==> config.mk <==
export PLATFORM = sky130hd
export DESIGN_NAME = hub_frame_packer_flat
export DESIGN_NICKNAME = d
export VERILOG_FILES = /design/src/rtl/hub_frame_packer_if.sv /design/src/rtl/hub_frame_packer.sv /design/src/flat_wrapper.sv
export SDC_FILE = /design/constraint.sdc
export NUM_CORES = 1
export LEC_CHECK = 0
export BUFFER_PORTS_ARGS = -buffer_cell sky130_fd_sc_hd__buf_2
export CORE_MARGIN = 4
export CORE_UTILIZATION = 50
export CTS_CLUSTER_DIAMETER = 40
export CTS_CLUSTER_SIZE = 30
export DETAILED_ROUTE_END_ITERATION = 10
export MAX_ROUTING_LAYER = met4
export PLACE_DENSITY = 0.78
export SETUP_SLACK_MARGIN = 0.02
export SYNTH_ARGS = -nofsm -noshare
export SYNTH_HDL_FRONTEND = slang
export SYNTH_SLANG_ARGS = --single-unit
==> constraint.sdc <==
create_clock -name clk -period 5.5 [get_ports clk]
set_clock_uncertainty 0.15 [all_clocks]
set_input_delay 1.1 -clock clk [delete_from_list [all_inputs] [get_ports clk]]
set_output_delay 1.1 -clock clk [all_outputs]
set_load 0.05 [all_outputs]
==> src/rtl/hub_frame_packer_if.sv <==
// rtl/hub_frame_packer_if.sv - pop-style input and shift-style output bundle of the frame packer
interface hub_frame_packer_if;
    logic        in_pop;
    logic        in_nempty;
    logic [31:0] in_data;
    logic        out_shift;
    logic        out_full;
    logic [31:0] out_data;
    logic [7:0]  frame_seq;

    modport master (
        output in_pop,
        input  in_nempty,
        input  in_data,
        output out_shift,
        input  out_full,
        output out_data,
        output frame_seq
    );

    modport slave (
        input  in_pop,
        output in_nempty,
        output in_data,
        input  out_shift,
        output out_full,
        input  out_data,
        input  frame_seq
    );
endinterface

==> src/rtl/hub_frame_packer.sv <==
// rtl/hub_frame_packer.sv - packs mux words into header-prefixed frames with idle-timeout flush
module hub_frame_packer #(
    parameter int unsigned FRAME_WORDS = 16,
    parameter int unsigned TIMEOUT     = 256,
    parameter logic [7:0]  MAGIC       = 8'hF5
) (
    input logic                clk,
    input logic                rstn,
    hub_frame_packer_if.master bus
);
    localparam int CW = $clog2(FRAME_WORDS + 1);
    localparam int AW = (FRAME_WORDS > 1) ? $clog2(FRAME_WORDS) : 1;
    localparam int IW = (TIMEOUT > 1) ? $clog2(TIMEOUT) : 1;
    localparam logic [CW-1:0] FULL      = CW'(FRAME_WORDS);
    localparam logic [IW-1:0] IDLE_LAST = IW'(TIMEOUT - 1);

    localparam logic [1:0] ST_FILL   = 2'd0;
    localparam logic [1:0] ST_HEADER = 2'd1;
    localparam logic [1:0] ST_DRAIN  = 2'd2;

    logic [1:0]    state_q, state_d;
    logic [CW-1:0] count_q, count_d;
    logic [IW-1:0] idle_q, idle_d;
    logic [7:0]    seq_q, seq_d;
    logic [AW-1:0] rd_q, rd_d;
    logic [31:0]   buf_q [FRAME_WORDS];

    logic          pop;
    logic          shift;
    logic [31:0]   dout;
    logic [15:0]   count16;
    logic          last_word;

    assign count16   = 16'(count_q);
    assign last_word = (CW'(rd_q) == count_q - CW'(1));

    always_comb begin
        state_d = state_q;
        count_d = count_q;
        idle_d  = idle_q;
        seq_d   = seq_q;
        rd_d    = rd_q;
        pop     = 1'b0;
        shift   = 1'b0;
        dout    = '0;
        // Combinational handshakes stay quiet while reset is asserted.
        if (rstn) begin
            case (state_q)
                ST_FILL: begin
                    pop = bus.in_nempty && (count_q < FULL);
                    if (pop) begin
                        count_d = count_q + CW'(1);
                        idle_d  = '0;
                        // Leaving on the filling pop keeps a full frame at 2*FRAME_WORDS+1 cycles.
                        if (count_d == FULL) begin
                            state_d = ST_HEADER;
                        end
                    end else if (count_q == FULL) begin
                        state_d = ST_HEADER;
                    end else if (count_q != '0) begin
                        if (idle_q == IDLE_LAST) begin
                            state_d = ST_HEADER;
                        end else begin
                            idle_d = idle_q + IW'(1);
                        end
                    end
                end
                ST_HEADER: begin
                    dout  = {MAGIC, seq_q, count16};
                    shift = !bus.out_full;
                    if (shift) begin
                        rd_d    = '0;
                        state_d = ST_DRAIN;
                    end
                end
                ST_DRAIN: begin
                    dout  = buf_q[rd_q];
                    shift = !bus.out_full;
                    if (shift) begin
                        rd_d = rd_q + AW'(1);
                        if (last_word) begin
                            seq_d   = seq_q + 8'd1;
                            count_d = '0;
                            idle_d  = '0;
                            rd_d    = '0;
                            state_d = ST_FILL;
                        end
                    end
                end
                default: state_d = ST_FILL;
            endcase
        end
    end

    always_ff @(posedge clk or negedge rstn) begin
        if (!rstn) begin
            state_q <= ST_FILL;
            count_q <= '0;
            idle_q  <= '0;
            seq_q   <= '0;
            rd_q    <= '0;
        end else begin
            state_q <= state_d;
            count_q <= count_d;
            idle_q  <= idle_d;
            seq_q   <= seq_d;
            rd_q    <= rd_d;
        end
    end

    // Payload storage carries no reset; only popped words are ever written.
    always_ff @(posedge clk) begin
        if (pop) begin
            buf_q[count_q[AW-1:0]] <= bus.in_data;
        end
    end

    assign bus.in_pop    = pop;
    assign bus.out_shift = shift;
    assign bus.out_data  = dout;
    assign bus.frame_seq = seq_q;
endmodule

==> src/flat_wrapper.sv <==
// flat-port wrapper written by rule: the top's interface ports become plain ports
module hub_frame_packer_flat 
#(
    parameter int unsigned FRAME_WORDS = 16,
    parameter int unsigned TIMEOUT     = 256,
    parameter logic [7:0]  MAGIC       = 8'hF5
)
  (clk, rstn, bus_in_pop, bus_in_nempty, bus_in_data, bus_out_shift, bus_out_full, bus_out_data, bus_frame_seq);
  hub_frame_packer_if bus_i ();
  input logic clk;
  input logic rstn;
  output wire logic [$bits(bus_i.in_pop)-1:0] bus_in_pop;
  input wire logic [$bits(bus_i.in_nempty)-1:0] bus_in_nempty;
  input wire logic [$bits(bus_i.in_data)-1:0] bus_in_data;
  output wire logic [$bits(bus_i.out_shift)-1:0] bus_out_shift;
  input wire logic [$bits(bus_i.out_full)-1:0] bus_out_full;
  output wire logic [$bits(bus_i.out_data)-1:0] bus_out_data;
  output wire logic [$bits(bus_i.frame_seq)-1:0] bus_frame_seq;
  assign bus_in_pop = bus_i.in_pop;
  assign bus_i.in_nempty = bus_in_nempty;
  assign bus_i.in_data = bus_in_data;
  assign bus_out_shift = bus_i.out_shift;
  assign bus_i.out_full = bus_out_full;
  assign bus_out_data = bus_i.out_data;
  assign bus_frame_seq = bus_i.frame_seq;
  hub_frame_packer #(.FRAME_WORDS(FRAME_WORDS), .TIMEOUT(TIMEOUT), .MAGIC(MAGIC)) u_core (.clk(clk), .rstn(rstn), .bus(bus_i));
endmodule
==> run summary <==
Root Driver - clkbuf_16
Kind of critical path - flip-flop to output pin
Cts bufs inserted - 47
Yosys top cell by area - edfxtp_1
# resized after CTS - 0
Pin count of the biggest net entering global routing - 55
Overflow after GRT - 0
Synth Cell Area - 21400 sq um
Lkg Pwr - 7.928 nW
Hpwl dp - 26.73 mm
Layout area overhead - 13.44%
Final Setup Violations - 0
Status - finished clean
Fmax - 218.4 MHz
Min-Delay Path Class - flip-flop to flip-flop
Fin nets - 1190
Die Wd - 214.9 um
Tmin final - 4579 ps
Die Span Y - 214.9 um
Fillers - 2924
IR drop worst, VDD - 249.8 uV
Clk sink count - 539
Largest cells by area after synthesis - edfxtp_1, mux4_2, dfrtp_1
Final Slew Violations - 0
Critical Path AT - 3330 ps
CTS Buffer Depth - 3
Post-CTS Setup Bufs - 0
Cells after Synth - 1032
RSZ-0062 raised after global routing - no
Nature of the critical path startpoint - flip-flop
CP required - 4250 ps
Vias in the first global route - 10890
EDFF count, synth - 512
Vias per cell - 6.184
Vias - 10660
Sequential area share after synthesis - 0.7500
Yosys reg bits - 539
Syn avg cell area - 20.74 sq um
Max-Cap Viols - 0
Final Hold Viols - 0
Tot GR Track Use - 0.2072
Initial antenna violation count - 3
Final ANT Viol Nets - 0
Final TNS setup - 0 ps
CP Capture Type - output pin
Post-CTS Hold Fix Bufs - 0
Worst-skew pair later-pin latency - 560 ps
Number of distinct library cells after synthesis - 55
Top cell type's share of synthesized area - 0.7184
Cell area power density - 440.9 nW/um^2
Rows - 75
Syn_nets - 1078
Worst-margin pin slew - 856.8 ps
1st-iter DRT viols - 1132
CTS tree - yes
CTS H-tree depth - 2
Die area - 46180 sq um
Max-slew headroom - 0.4288
Period Utilization, post-route - 0.8326
Post-synth top flop - edfxtp_1
Critical path peak fanout - 31
Share of async-settable or async-resettable flops after synthesis - 0.05009
First-pass GRT wire length - 70.40 mm
First-pass iteration count of the detailed router - 5
Initial core utilization - 0.5079
Post-Place Cells - 1634
DRT Wirelength - 46.15 mm
I/O pin count - 78
Post-route DRC - 0
GP Congestion - 0.7774
Core Region - 42130 sq um
Post-Layout Cell Count - 1724
Number of port buffers - 77
Routed len/inst - 26.77 um
Share of cells above drive strength 1 - 0.3054
Clock Pin Slew Worst Setup and Hold Paths - 70 ps
Ys Warns - 0
[layout make-up]
type / count / area (sq um) / area share
Clock buffer: 50 / 1230 / 0.05066
Tap cell: 539 / 674.4 / 0.02778
Inverter: 18 / 67.56 / 0.002783
Multi-Input combinational cell: 424 / 5062 / 0.2085
Antenna cell: 3 / 7.507 / 0.0003092
Clock inverter: 37 / 450.4 / 0.01855
Sequential cell: 539 / 16060 / 0.6615
Timing Repair Buffer: 114 / 725.7 / 0.02989
[synth_stat cells, drive strengths merged (10+ instances only)]
| cell type | n |
|---|---|
| nand3 | 17 |
| xor2 | 10 |
| edfxtp | 512 |
| a21oi | 31 |
| buf | 34 |
| and2 | 14 |
| nand2 | 50 |
| ha | 10 |
| nor3 | 12 |
| o21ai | 22 |
| mux2i | 14 |
| dfrtp | 27 |
| nor2 | 23 |
| clkbuf | 17 |
| mux4 | 141 |
| nor2b | 15 |
| inv | 18 |
[worst max-delay path, cell delays in order, from the launching register on]
cell	delay [ps]
dfrtp_4	840
buf_4	430
mux4_2	570
and2_1	180
a211oi_1	320
nor3_1	130
buf_2	260
[final timing paths]
| path | depth (start not counted) | slack, ps | end | startpoint |
|---|---|---|---|---|
| min | 1 | 360 | u_core.bus.frame_seq[7]$_DFFE_PN0P_ | u_core.bus.frame_seq[7]$_DFFE_PN0P_ |
| max reg2reg | 7 | 2360 | u_core.buf_q[8][15]$_DFFE_PP_ | u_core.state_q[0]$_DFFE_PN0P_ |
| max in group asynchronous | 2 | 4460 | u_core.rd_q[0]$_DFFE_PN0P_ | rstn |
| min in group asynchronous | 2 | 420 | u_core.rd_q[3]$_DFFE_PN0P_ | rstn |
| min reg2reg | 1 | 360 | u_core.bus.frame_seq[7]$_DFFE_PN0P_ | u_core.bus.frame_seq[7]$_DFFE_PN0P_ |
| max | 6 | 920 | bus_out_data[28] | u_core.rd_q[0]$_DFFE_PN0P_ |
[sequential cells by signal (all words and copies together) (netlist names)]
signal and cells:
u_core.bus.frame_seq 8, u_core.rd_q 4, u_core.buf_q 512, u_core.idle_q 8
u_core.count_q 5, u_core.state_q 2
[placed cells by master (no fill, tap or decap), drive strengths merged, types with 2 or more instances in the layout]
cell type,instances
edfxtp,512
mux4,141
buf,114
nand2,50
clkbuf,50
inv,37
a21oi,31
dfrtp,27
nor2,23
o21ai,22
nand3,17
nor2b,15
and2,14
mux2i,14
nor3,12
clkinv,12
ha,10
xor2,10
o211ai,7
a211oi,7
nand2b,6
a2111oi,6
or3,6
o22ai,4
diode,3
nand4,3
and3,3
bufinv,3
clkinvlp,3
nor4,3
xnor2,2
a31oi,2
a2bb2oi,2
mux2,2
[layer usage]
| layer | vias up | wire length, um | track usage | share of wire |
|---|---|---|---|---|
| li1 | 4491 | - | - | - |
| met1 | 5589 | 18250 | 0.2791 | 0.40 |
| met2 | 504 | 23360 | 0.3324 | 0.51 |
| met3 | 77 | 3399 | 0.03771 | 0.074 |
| met4 | 0 | 1134 | 0.05619 | 0.025 |
| met5 | - | 0 | - | 0 |
[where the power goes]
part / total [mW] / internal (mW) / switching (mW) / leakage, nW
Sequential: 4.89 / 4.64 / 0.251 / 4.95
Clock: 3.47 / 1.87 / 1.61 / 0.811
Combinational: 2.34 / 1.09 / 1.25 / 2.17
[per-stage QoR]
step | instance area [sq um] | power (mW) | utilization | worst slack, ps | hold slack, ps
floorplan | 21400 | 6.714 | - | 1299 | 328.6
global placement | 22590 | 7.285 | 0.5361 | 1158 | 345.8
detailed placement | 22590 | 7.324 | 0.5361 | 1086 | 340.5
CTS | 24270 | 10.77 | 0.5760 | 861.4 | 357.1
global route | 24280 | 11.12 | 0.5762 | 747.7 | 374.9
finish | 24280 | 10.70 | 0.5762 | 920.8 | 363.2
[logic make-up after synthesis]
| kind of cell | Yosys count | synth area share |
|---|---|---|
| compound gates | 87 | 0.02578 |
| flops | 539 | 0.7500 |
| mux | 157 | 0.1569 |
| fa+ha+maj | 10 | 0.005847 |
| xor+xnor | 12 | 0.005262 |
| simple gates | 158 | 0.03719 |
| buf+inv | 69 | 0.01906 |
(Power assumes the default switching activity.)
